$ cat src/rtl/as_jtag_host_pkg.sv
// as_jtag_host_pkg: shared types and TMS constants for the JTAG host.
`default_nettype none
package as_jtag_host_pkg;

   typedef enum logic [1:0] {
      OP_RESET    = 2'd0,
      OP_SHIFT_IR = 2'd1,
      OP_SHIFT_DR = 2'd2,
      OP_IDLE     = 2'd3
   } jtag_op_e;

   typedef enum logic [2:0] {
      ST_IDLE  = 3'd0,
      ST_HEAD  = 3'd1,
      ST_SHIFT = 3'd2,
      ST_TAIL  = 3'd3,
      ST_DONE  = 3'd4
   } jtag_state_e;

   localparam int unsigned jtag_len_width = 7;

   // TMS sequences, transmitted LSB first.
   localparam logic [3:0] ir_head = 4'b0011;
   localparam logic [2:0] dr_head = 3'b001;
   localparam logic [1:0] tail    = 2'b01;
   localparam logic [5:0] rst_seq = 6'b011111;

   function automatic logic [jtag_len_width-1:0] clamp_len(
      input logic [jtag_len_width-1:0] len,
      input logic [jtag_len_width-1:0] max_len
   );
      return (len > max_len) ? max_len : len;
   endfunction

endpackage
`default_nettype wire

$ cat src/rtl/as_jtag_host_tckgen.sv
// as_jtag_host_tckgen: TCK divider with period-start and sample strobes; rev 1.0.
`default_nettype none
module as_jtag_tckgen #(
   parameter int unsigned TCK_DIV = 2
) (
   input  logic clk,
   input  logic rst,
   input  logic en_i,
   output logic tck_o,
   output logic fall_stb_o,
   output logic rise_stb_o
);
   localparam int unsigned CW = (TCK_DIV > 1) ? $clog2(TCK_DIV) : 1;
   localparam logic [CW-1:0] c_div_m1 = CW'(TCK_DIV - 1);

   logic [CW-1:0] cnt_d, cnt_q;
   logic          tck_d, tck_q;
   logic          wrap;

   assign wrap       = en_i && (cnt_q == '0);
   assign rise_stb_o = wrap && !tck_q;
   assign fall_stb_o = wrap && tck_q;
   assign tck_o      = tck_q;

   always_comb begin
      cnt_d = cnt_q;
      tck_d = tck_q;
      if (!en_i) begin
         cnt_d = c_div_m1;
         tck_d = 1'b0;
      end else if (cnt_q == '0) begin
         cnt_d = c_div_m1;
         tck_d = ~tck_q;
      end else begin
         cnt_d = cnt_q - 1'b1;
      end
   end

   always_ff @(posedge clk) begin
      if (rst) begin
         cnt_q <= c_div_m1;
         tck_q <= 1'b0;
      end else begin
         cnt_q <= cnt_d;
         tck_q <= tck_d;
      end
   end
endmodule
`default_nettype wire

$ cat src/rtl/as_jtag_host.sv
// as_jtag_host: runs one complete TAP operation per command, RTI to RTI; rev 1.0.
`default_nettype none
module as_jtag_host
   import as_jtag_host_pkg::*;
#(
   parameter int unsigned TCK_DIV  = 2,
   parameter int unsigned IR_WIDTH = 8,
   parameter int unsigned DR_MAX   = 64
) (
   input  logic                      clk,
   input  logic                      rst,
   input  logic                      cmd_valid_i,
   output logic                      cmd_ready_o,
   input  logic [1:0]                cmd_op_i,
   input  logic [jtag_len_width-1:0] cmd_len_i,
   input  logic [DR_MAX-1:0]         cmd_data_i,
   output logic                      rsp_valid_o,
   output logic [DR_MAX-1:0]         rsp_data_o,
   output logic                      tck_o,
   output logic                      tms_o,
   output logic                      tdi_o,
   input  logic                      tdo_i
);
   localparam int unsigned IW = $clog2(DR_MAX);
   localparam logic [jtag_len_width-1:0] c_dr_max = jtag_len_width'(DR_MAX);
   localparam logic [jtag_len_width-1:0] c_ir_len = jtag_len_width'(IR_WIDTH);

   jtag_state_e state_d, state_q;
   jtag_op_e    op_d, op_q, cmd_op;
   logic [jtag_len_width-1:0] len_d, len_q, cnt_d, cnt_q, len_c, idx;
   logic [5:0]        seq_d, seq_q;
   logic [DR_MAX-1:0] sh_d, sh_q, cap_d, cap_q, rsp_d, rsp_q;
   logic tms_d, tms_q, tdi_d, tdi_q;
   logic accept, tck_en, fall_stb, rise_stb, last, is_shift_op;

   as_jtag_tckgen #(.TCK_DIV(TCK_DIV)) u_tckgen (
      .clk        (clk),
      .rst        (rst),
      .en_i       (tck_en),
      .tck_o      (tck_o),
      .fall_stb_o (fall_stb),
      .rise_stb_o (rise_stb)
   );

   assign cmd_op      = jtag_op_e'(cmd_op_i);
   assign len_c       = clamp_len(cmd_len_i, c_dr_max);
   assign accept      = cmd_valid_i && cmd_ready_o;
   assign last        = fall_stb && (cnt_q == '0);
   assign is_shift_op = (op_q == OP_SHIFT_IR) || (op_q == OP_SHIFT_DR);
   assign idx         = len_q - 1'b1 - cnt_q;

   always_ff @(posedge clk) begin
      if (rst) begin
         state_q <= ST_IDLE;
         op_q    <= OP_RESET;
         len_q   <= '0;
         cnt_q   <= '0;
         seq_q   <= '0;
         sh_q    <= '0;
         cap_q   <= '0;
         rsp_q   <= '0;
         tms_q   <= 1'b1;
         tdi_q   <= 1'b0;
      end else begin
         state_q <= state_d;
         op_q    <= op_d;
         len_q   <= len_d;
         cnt_q   <= cnt_d;
         seq_q   <= seq_d;
         sh_q    <= sh_d;
         cap_q   <= cap_d;
         rsp_q   <= rsp_d;
         tms_q   <= tms_d;
         tdi_q   <= tdi_d;
      end
   end

   always_comb begin
      state_d = state_q;
      case (state_q)
         ST_IDLE: if (accept) begin
            if ((cmd_op == OP_SHIFT_DR || cmd_op == OP_IDLE) && len_c == '0)
               state_d = ST_DONE;
            else
               state_d = ST_HEAD;
         end
         ST_HEAD:  if (last) state_d = is_shift_op ? ST_SHIFT : ST_DONE;
         ST_SHIFT: if (last) state_d = ST_TAIL;
         ST_TAIL:  if (last) state_d = ST_DONE;
         ST_DONE:  state_d = ST_IDLE;
         default:  state_d = ST_IDLE;
      endcase
   end

   always_comb begin
      cmd_ready_o = (state_q == ST_IDLE) && !rst;
      rsp_valid_o = (state_q == ST_DONE);
      tck_en      = (state_q == ST_HEAD) || (state_q == ST_SHIFT) || (state_q == ST_TAIL);
      rsp_data_o  = rsp_q;
      tms_o       = tms_q;
      tdi_o       = tdi_q;
   end

   always_comb begin
      op_d  = op_q;
      len_d = len_q;
      cnt_d = cnt_q;
      seq_d = seq_q;
      sh_d  = sh_q;
      cap_d = cap_q;
      rsp_d = rsp_q;
      tms_d = tms_q;
      tdi_d = tdi_q;
      case (state_q)
         ST_IDLE: if (accept) begin
            op_d  = cmd_op;
            sh_d  = cmd_data_i;
            cap_d = '0;
            tdi_d = 1'b0;
            case (cmd_op)
               OP_RESET: begin
                  len_d = '0;  cnt_d = 7'd5;
                  tms_d = rst_seq[0];  seq_d = 6'(rst_seq[5:1]);
               end
               OP_SHIFT_IR: begin
                  len_d = c_ir_len;  cnt_d = 7'd3;
                  tms_d = ir_head[0];  seq_d = 6'(ir_head[3:1]);
               end
               OP_SHIFT_DR: begin
                  len_d = len_c;  cnt_d = 7'd2;
                  seq_d = 6'(dr_head[2:1]);
                  if (len_c != '0) tms_d = dr_head[0];
               end
               default: begin
                  len_d = '0;  cnt_d = len_c - 1'b1;
                  seq_d = '0;
                  if (len_c != '0) tms_d = 1'b0;
               end
            endcase
         end
         ST_HEAD: if (fall_stb) begin
            if (cnt_q != '0) begin
               tms_d = seq_q[0];
               seq_d = seq_q >> 1;
               cnt_d = cnt_q - 1'b1;
            end else if (is_shift_op) begin
               tms_d = (len_q == 7'd1);
               tdi_d = sh_q[0];
               sh_d  = sh_q >> 1;
               cnt_d = len_q - 1'b1;
            end
         end
         ST_SHIFT: begin
            if (rise_stb) cap_d[idx[IW-1:0]] = tdo_i;
            if (fall_stb) begin
               if (cnt_q != '0) begin
                  // Bit after this one is the last: raise TMS to leave Shift.
                  tms_d = (cnt_q == 7'd1);
                  tdi_d = sh_q[0];
                  sh_d  = sh_q >> 1;
                  cnt_d = cnt_q - 1'b1;
               end else begin
                  tms_d = tail[0];
                  seq_d = 6'(tail[1]);
                  tdi_d = 1'b0;
                  cnt_d = 7'd1;
               end
            end
         end
         ST_TAIL: if (fall_stb && cnt_q != '0) begin
            tms_d = seq_q[0];
            seq_d = seq_q >> 1;
            cnt_d = cnt_q - 1'b1;
         end
         default: ;
      endcase
      if (state_d == ST_DONE && state_q != ST_DONE)
         rsp_d = (state_q == ST_IDLE) ? '0 : cap_d;
   end
endmodule
`default_nettype wire

$ cat config.mk
export PLATFORM = sky130hd
export DESIGN_NAME = as_jtag_host
export DESIGN_NICKNAME = d
export VERILOG_FILES = /design/src/rtl/as_jtag_host_pkg.sv /design/src/rtl/as_jtag_host_tckgen.sv /design/src/rtl/as_jtag_host.sv
export SDC_FILE = /design/constraint.sdc
export NUM_CORES = 1
export LEC_CHECK = 0
export CAP_MARGIN = 0
export CORE_UTILIZATION = 49
export CTS_BUF_LIST = sky130_fd_sc_hd__clkbuf_16
export CTS_CLUSTER_DIAMETER = 100
export CTS_CLUSTER_SIZE = 28
export DETAILED_ROUTE_END_ITERATION = 8
export GPL_TIMING_DRIVEN = 0
export PLACE_DENSITY = 0.75
export SKIP_LAST_GASP = 1
export SLEW_MARGIN = 20
export SYNTH_ARGS = -nofsm -noshare
export SYNTH_HDL_FRONTEND = slang
export SYNTH_SLANG_ARGS = --single-unit
$ cat constraint.sdc
create_clock -name clk -period 4.6 [get_ports clk]
set_input_delay 0.92 -clock clk [delete_from_list [all_inputs] [get_ports clk]]
set_output_delay 0.92 -clock clk [all_outputs]
set_load 0.02 [all_outputs]
== After elaboration in Yosys (flattened, before gate mapping) ==
Index checks and enable logic that the tools add are counted.
Cells by class
  add/sub/neg operators: 5
  $lt $le $gt $ge: 3
  eq/ne operators: 25
  mux-type cells: 58
  bitwise logic cells: 3
  reduce and logical (&&, ||, !) cells: 33
Operators with widths (number)
  $mux 64: 9
  $pmux 64 s3: 1
  $pmux 64 s2: 1
  $bwmux 64: 1
  $mux 7: 8
  $mux 6: 6
  $pmux 7 s4: 1
  $pmux 6 s4: 1
  $pmux 7 s3: 1
  $sub 7x1->7 const B: 3
  $mux 3: 6
  $mux 1: 16
  $eq 7x1->1 const B: 2
  $logic_not 7->1: 2
  $pmux 7 s2: 1
  $reduce_and 7->1: 2
  $reduce_bool 7->1: 2
  $ne 2x2->1 const B: 6
  $pmux 3 s4: 1
  $reduce_and 6->1: 2
  $logic_and 1x1->1: 10
  $ne 3x3->1 const B: 3
  $pmux 4 s2: 1
  $reduce_and 8->1: 1
  26 further kinds: 40
Storage, ports and cells
  flip-flop bits (word level): 221
  input bits: 77
  output and inout port bits: 69
  logic and storage cells: 139

== Longest topological paths before layout ==
Gate-level depths: netlist of run 1.
  depth after elaboration: 10
  mapped depth: 12
  mapped depth without buffers: 10

== Cells and area by module ==
Synthesis of run 1 repeated with hierarchy kept, for this count alone.
Unflattened totals
  cells, all modules: 991
  area total of the unflattened synthesis: 9477.8 µm²
Modules (own cells, without submodules)
  as_jtag_host: times used 1, cells an instance 984, area each 9391.5 µm², sequential area each 4344.2 µm²
  as_jtag_tckgen: times used 1, cells an instance 7, area each 86.3 µm², sequential area each 40.0 µm²

== Least setup slack after synthesis of run 1 ==
OpenSTA, ideal clock, no wires.
  path type: in2out
  start: in rst
  end: out cmd_ready_o
  arrival: 1.927 ns
  data required time: 3.680 ns
  setup slack: 1.753 ns
  cell stages on the path: 3
  buffers on the path: 2
  path through: clkbuf_1 > clkbuf_1 > nor4_1
Between the ends
  longest elaborated chain between the ends: 2
RTL lines
  start, declared: RTL line as_jtag_host.sv:11  | input logic rst,
  $logic_not 1->1: RTL line as_jtag_host.sv:96  | cmd_ready_o = (state_q == ST_IDLE) && !rst;
  $logic_and 1x1->1: RTL line as_jtag_host.sv:96
  end, declared: RTL line as_jtag_host.sv:13  | output logic cmd_ready_o,
Every way passes these cells.

== Worst setup path in the final report of run 1 ==
Same ends and word-level chain as after synthesis.

==> metrics.cfg, run 1 <==
[critical_path]
crit_chain = clkdlybuf4s50_1 -> clkbuf_1 -> clkbuf_1 -> nor4_1 -> clkdlybuf4s50_1
crit_start = rst
max_stage_delay_ns = 0.60
cp.required_ns = 3.68
slowest_stage = clkdlybuf4s50_1
worst_setup_path_start_kind = input port
critical_path.max_fanout = 10
end_kind = output port
critPathArrivalTime_ns = 3.19
critPathKind = input port to output port
r2r-start = len_q[0]$_SDFFE_PP0P_

[drt]
drt-initial-drc-count = 742
drc = 0
drtAntennaViolNets = 0
wl_per_cell_um = 17.9
routed_wl_um = 26900
via_per_inst = 5.95
dr.pass1.iters = 6
num_vias = 8967

[cts]
clkLatencyLatePin_ns = 0.47
cts_setup_buffers = 0
clockRootBuffer = clkbuf_16
clock_path_buffers = 3
clkTransAtPathRegs_ns = 0.10
numCtsBuffers = 11
cts-resized-gates = 0
clock_sinks = 219
hold_buffers = 0
cts_tree = yes
cts.htree.levels = 1

[synthesis]
synth_ff_type = dfxtp_1
yosys.area.top_type = dfxtp_1
synthTopCellsByArea = dfxtp_1 (45%), mux2i_1 (6.9%), a211oi_1 (5.2%)
synth_top_area_share_pct = 44.9
ys_ff_latch = 219
synth.avg_cell_area_um2 = 9.01
ys_types = 58
syn_area_mm2 = 0.00977
ys_seq_area_share_pct = 44.9
netlist_instances = 1084
yosysWarningCount = 0
async_flop_share_pct = 0
synth-edff-count = 0
mappedNetlistNets = 1178

[power]
ir_worst_vdd_mv = 0.250
power_leakage_nw = 4.01
pwr_density_cell_mw_per_mm2 = 320

[global_routing]
grt_pass1_wl_um = 42900
grtUsageTotal_pct = 26.2
grt_pass1_vias = 8319
gr-total-overflow = 0
antenna_found_initial = 0
grt_max_degree = 29

[place]
dp_hpwl_um = 19600
dp.cells = 1494
port_buffers = 145
gp_congestion = 0.941

[timing]
grt_setup_unrepaired = no
slew_headroom_pct = 28.2
clock_skew_ns = 0.0138
max_slew.worst_pin.slew_ns = 1.07
hold_viol = 0
tns_ns = 0
clock.fmax_ghz = 0.244
holdWs_ns = 0.429
final_max_slew_viol_count = 0
setup_viol = 0
fin_crit_ns = 4.11
period_share_pct = 89.3

[die]
dieArea_mm2 = 0.0205
io_pins = 146
die_w_um = 143
start_util_pct = 50.0
coreArea_mm2 = 0.0195
rows = 51
die_h_um = 143

[job]
drv_cap = 0

[layout]
utilization_pct = 60.6
antenna_cells = 0
finalNonFillerCells = 1506
final_nets = 1336
area_growth_pct = 21.2
drive_gt1_share_pct = 3.14

[min_path]
hold_path.class = flip-flop to flip-flop
min-delay-start = u_tckgen.cnt_q$_SDFF_PP1_

[run_status]
outcome = finished, final reports clean

## cell usage after synthesis, drive strengths merged (6+ instances only)
master / count
clkbuf: 61
o21ai: 28
or3: 9
ha: 16
nand2: 91
a22o: 51
nor3: 28
o22ai: 64
nand3: 19
a21oi: 86
nor2b: 9
nand2b: 7
o21a: 6
mux2i: 67
dfxtp: 219
nor2: 55
nor4: 62
a22oi: 18
buf: 33
and2: 6
xor2: 6
a211oi: 68
inv: 16
## worst max-delay path, delay by kind of cell
| family | cells | cell delay (ns) |
|---|---|---|
| buffers and inverters | 4 | 2.13 |
| and+or+nand+nor | 1 | 0.13 |
## cell usage in the layout (no fill, tap or decap), drive strengths merged, types with 3 or more instances in the layout
| cell | netlist | routed |
|---|---|---|
| nor4 | 62 | 62 |
| clkdlybuf4s50 | 0 | 145 |
| a21boi | 3 | 3 |
| nand2b | 7 | 7 |
| o22ai | 64 | 64 |
| nand3 | 19 | 19 |
| mux2i | 67 | 67 |
| and2 | 6 | 6 |
| o2111ai | 3 | 3 |
| a211oi | 68 | 68 |
| o21ai | 28 | 28 |
| a311oi | 4 | 4 |
| xor2 | 6 | 6 |
| o21a | 6 | 6 |
| dfxtp | 219 | 219 |
| nand2 | 91 | 91 |
| a22oi | 18 | 18 |
| nand3b | 4 | 4 |
| nor3 | 28 | 28 |
| or3 | 9 | 9 |
| nor3b | 4 | 4 |
| o2bb2ai | 3 | 3 |
| xnor2 | 5 | 5 |
| a21oi | 86 | 86 |
| inv | 16 | 16 |
| nor2 | 55 | 55 |
| nor2b | 9 | 9 |
| ha | 16 | 16 |
| and3 | 4 | 4 |
| clkbuf | 61 | 72 |
| a21o | 3 | 3 |
| buf | 33 | 33 |
| a22o | 51 | 51 |
## flip-flops by register name, summed over array words and instances, names as in the netlist
register	flops
cap_q	64
cnt_q	7
len_q	7
op_q	2
rsp_data_o	64
seq_q	4
sh_q	64
state_q	3
tdi_o	1
tms_o	1
u_tckgen.cnt_q	1
u_tckgen.tck_o	1
## per-stage QoR
| stage | power (mW) | worst slack, ns | area [um2] |
|---|---|---|---|
| 3_3_place_gp | 2.77 | 0.512 | 11600 |
| 2_1_floorplan | 2.55 | 1.75 | 9770 |
| 5_1_grt | 3.95 | 0.412 | 11800 |
| 3_5_place_dp | 2.78 | 0.518 | 11600 |
| 6_report | 3.79 | 0.494 | 11800 |
| 4_1_cts | 3.79 | 0.514 | 11800 |
## report_power, final
part	switching [mW]	internal [mW]
registers	0.0460	1.97
logic	0.467	0.269
clock network	0.601	0.437
## metal layers
metal | up-vias | routed length (um) | track usage, %
met5 | - | 0 | 0
met2 | 350 | 12500 | 43.1
met1 | 4170 | 11800 | 34.4
met4 | 0 | 825 | 8.49
met3 | 66 | 1900 | 4.86
li1 | 4381 | - | -
## layout make-up
type | instances | area (um2)
plain buffers | 94 | 413
clock buffers | 11 | 275
clock inverters | 1 | 7.51
fillers | 1746 | 7690
inverters | 17 | 63.8
multi-input cells | 754 | 4910
flip-flops and latches | 219 | 4380
well taps | 265 | 332
repair buffers | 145 | 1450
## final timing paths
kind	endpoint	slack (ns)	depth (start not counted)
hold / removal	u_tckgen.cnt_q$_SDFF_PP1_	0.43	1
hold reg to reg	u_tckgen.cnt_q$_SDFF_PP1_	0.43	1
setup / recovery	cmd_ready_o	0.49	5
setup reg to reg	cap_q[46]$_SDFF_PP0_	1.15	11
## cell families after synthesis
| family | after synthesis | share of synthesized area (%) |
|---|---|---|
| compound gates | 349 | 23.9 |
| xor+xnor | 12 | 1.22 |
| fa+ha+maj | 17 | 2.25 |
| buf+inv | 111 | 4.88 |
| flops | 219 | 44.9 |
| mux | 67 | 6.87 |
| simple gates | 309 | 16.0 |
No activity file was read; power rests on OpenSTA's default activity.
==> run 2, diff against run 1 <==
- MAX_ROUTING_LAYER: unset -> met4
- SLEW_MARGIN: 20 -> unset
==> metrics.cfg, run 2 (synthesis results as in run 1) <==
[die]
coreArea_mm2 = 0.0195  ; unchanged
dieArea_mm2 = 0.0205  ; unchanged
start_util_pct = 50.0  ; unchanged
die_w_um = 143  ; unchanged
die_h_um = 143  ; unchanged
io_pins = 146  ; unchanged
rows = 51  ; unchanged

[drt]
drc = 0  ; unchanged
routed_wl_um = 26900  ; about the same
wl_per_cell_um = 17.9  ; about the same
drtAntennaViolNets = 0  ; unchanged
drt-initial-drc-count = 788  ; +6.2%
via_per_inst = 5.95  ; about the same
num_vias = 8973  ; +0.067%
dr.pass1.iters = 7  ; +1

[timing]
hold_viol = 0  ; unchanged
max_slew.worst_pin.slew_ns = 1.28  ; +0.209 ns
period_share_pct = 88.8  ; -0.47 points
holdWs_ns = 0.430  ; +0.000911 ns
clock_skew_ns = 0.0178  ; +0.00401 ns
final_max_slew_viol_count = 0  ; unchanged
fin_crit_ns = 4.08  ; -0.0216 ns
setup_viol = 0  ; unchanged
grt_setup_unrepaired = no
tns_ns = 0  ; unchanged
clock.fmax_ghz = 0.245  ; +0.53%
slew_headroom_pct = 14.3  ; -14 points

[cts]
cts.htree.levels = 1  ; unchanged
clkTransAtPathRegs_ns = 0.11  ; about the same
clock_sinks = 219  ; unchanged
clkLatencyLatePin_ns = 0.47  ; about the same
cts-resized-gates = 0  ; unchanged
numCtsBuffers = 11  ; unchanged
clockRootBuffer = clkbuf_16
cts_setup_buffers = 0  ; unchanged
cts_tree = yes
clock_path_buffers = 3  ; unchanged
hold_buffers = 0  ; unchanged

[run_status]
outcome = finished, final reports clean

[place]
dp.cells = 1494  ; unchanged
port_buffers = 145  ; unchanged
place_area_mm2 = 0.0116  ; about the same
dp_hpwl_um = 19500  ; -0.22%
gp_congestion = 0.982  ; +4.3%

[layout]
nFillCells = 1766  ; +1.1%
finalNonFillerCells = 1507  ; +0.066%
final_nets = 1336  ; unchanged
final_common_cell = dfxtp_1
finalInstanceArea_mm2 = 0.0119  ; +0.18%
drive_gt1_share_pct = 3.06  ; -0.083 points
area_growth_pct = 21.4
antenna_cells = 0  ; unchanged
layout_common_cells = dfxtp_1 (219), clkdlybuf4s50_1 (145), nand2_1 (91), a21oi_1 (86), a211oi_1 (68)

[critical_path]
critical_path.max_fanout = 10  ; unchanged
worst_setup_path_start_kind = input port
critPathArrivalTime_ns = 3.16  ; -0.03 ns
end_kind = output port
cp.required_ns = 3.68  ; about the same
critPathKind = input port to output port

[power]
p_comb_share_pct = 19.2  ; -0.2 points
pwr-share-clk_pct = 28.5  ; +1.1 points
pwr_density_cell_mw_per_mm2 = 325  ; +1.4%
power_leakage_nw = 4.03  ; +0.46%
p_int_mw = 2.73  ; +2.1%
ir_worst_vdd_mv = 0.292  ; +17%
pwr-share-seq_pct = 52.4  ; -0.8 points
power_switching_mw = 1.12  ; +0.22%
p_sw_share_pct = 29.0  ; -0.39 points
power.total_mw = 3.85  ; +1.5%

[job]
drv_cap = 0  ; unchanged

[global_routing]
antenna_found_initial = 0  ; unchanged
grt_max_degree = 29  ; unchanged
grt_pass1_wl_um = 42800  ; -0.19%
grtUsageTotal_pct = 27.0  ; +0.81 points
gr-total-overflow = 0  ; unchanged
grt_pass1_vias = 8330  ; +0.13%

[min_path]
hold_path.class = flip-flop to flip-flop

==> run 2: per-layer routing <==
| layer | vias to the layer above | routed length (um) | GRT usage [%] |
|---|---|---|---|
| met2 | 385 | 12300 | 43.1 |
| met1 | 4147 | 11800 | 34.5 |
| met5 | - | 0 | - |
| met3 | 65 | 2040 | 5.00 |
| li1 | 4376 | - | - |
| met4 | 0 | 837 | 8.49 |
==> run 2: worst max-delay path: stages <==
cell	delay (ns)
clkdlybuf4s50_1	0.59
clkbuf_1	0.47
clkbuf_1	0.47
nor4_1	0.14
clkdlybuf4s50_1	0.57
==> run 2: final cells by class <==
type	instances	area (um2)	area share, %
multi-input cells	754	4910	41.4
flip-flops and latches	219	4380	37.0
repair buffers	145	1450	12.2
plain buffers	94	413	3.48
well taps	265	332	2.80
clock buffers	11	275	2.32
inverters	17	63.8	0.538
clock inverters	2	33.8	0.285
==> run 2: power by group through the flow <==
stage | logic, mW | clock network, mW | registers [mW]
2_1_floorplan | 0.503 | 0 | 2.05
3_3_place_gp | 0.713 | 0 | 2.06
3_5_place_dp | 0.720 | 0 | 2.06
4_1_cts | 0.724 | 1.11 | 2.02
5_1_grt | 0.806 | 1.18 | 2.03
6_report | 0.738 | 1.10 | 2.02
==> run 2: through the flow <==
step	util (%)	worst slack, ns
detailed placement	59.2	0.531
global placement	59.2	0.519
finish	60.7	0.515
floorplan	-	1.75
global route	60.7	0.403
CTS	60.7	0.503
==> run 2: final timing paths <==
| path | startpoint | endpoint | slack [ns] | depth (start not counted) |
|---|---|---|---|---|
| max reg2reg | len_q[0]$_SDFFE_PP0P_ | cap_q[8]$_SDFF_PP0_ | 1.14 | 8 |
| min reg2reg | u_tckgen.cnt_q$_SDFF_PP1_ | u_tckgen.cnt_q$_SDFF_PP1_ | 0.43 | 1 |
| min | u_tckgen.cnt_q$_SDFF_PP1_ | u_tckgen.cnt_q$_SDFF_PP1_ | 0.43 | 1 |
| max | rst | cmd_ready_o | 0.52 | 5 |
==> run 3, diff against run 2 <==
- SKIP_LAST_GASP: 1 -> unset
==> results of run 3 <==
Same layout as run 2: the final DEF is identical, and so are final timing and power.
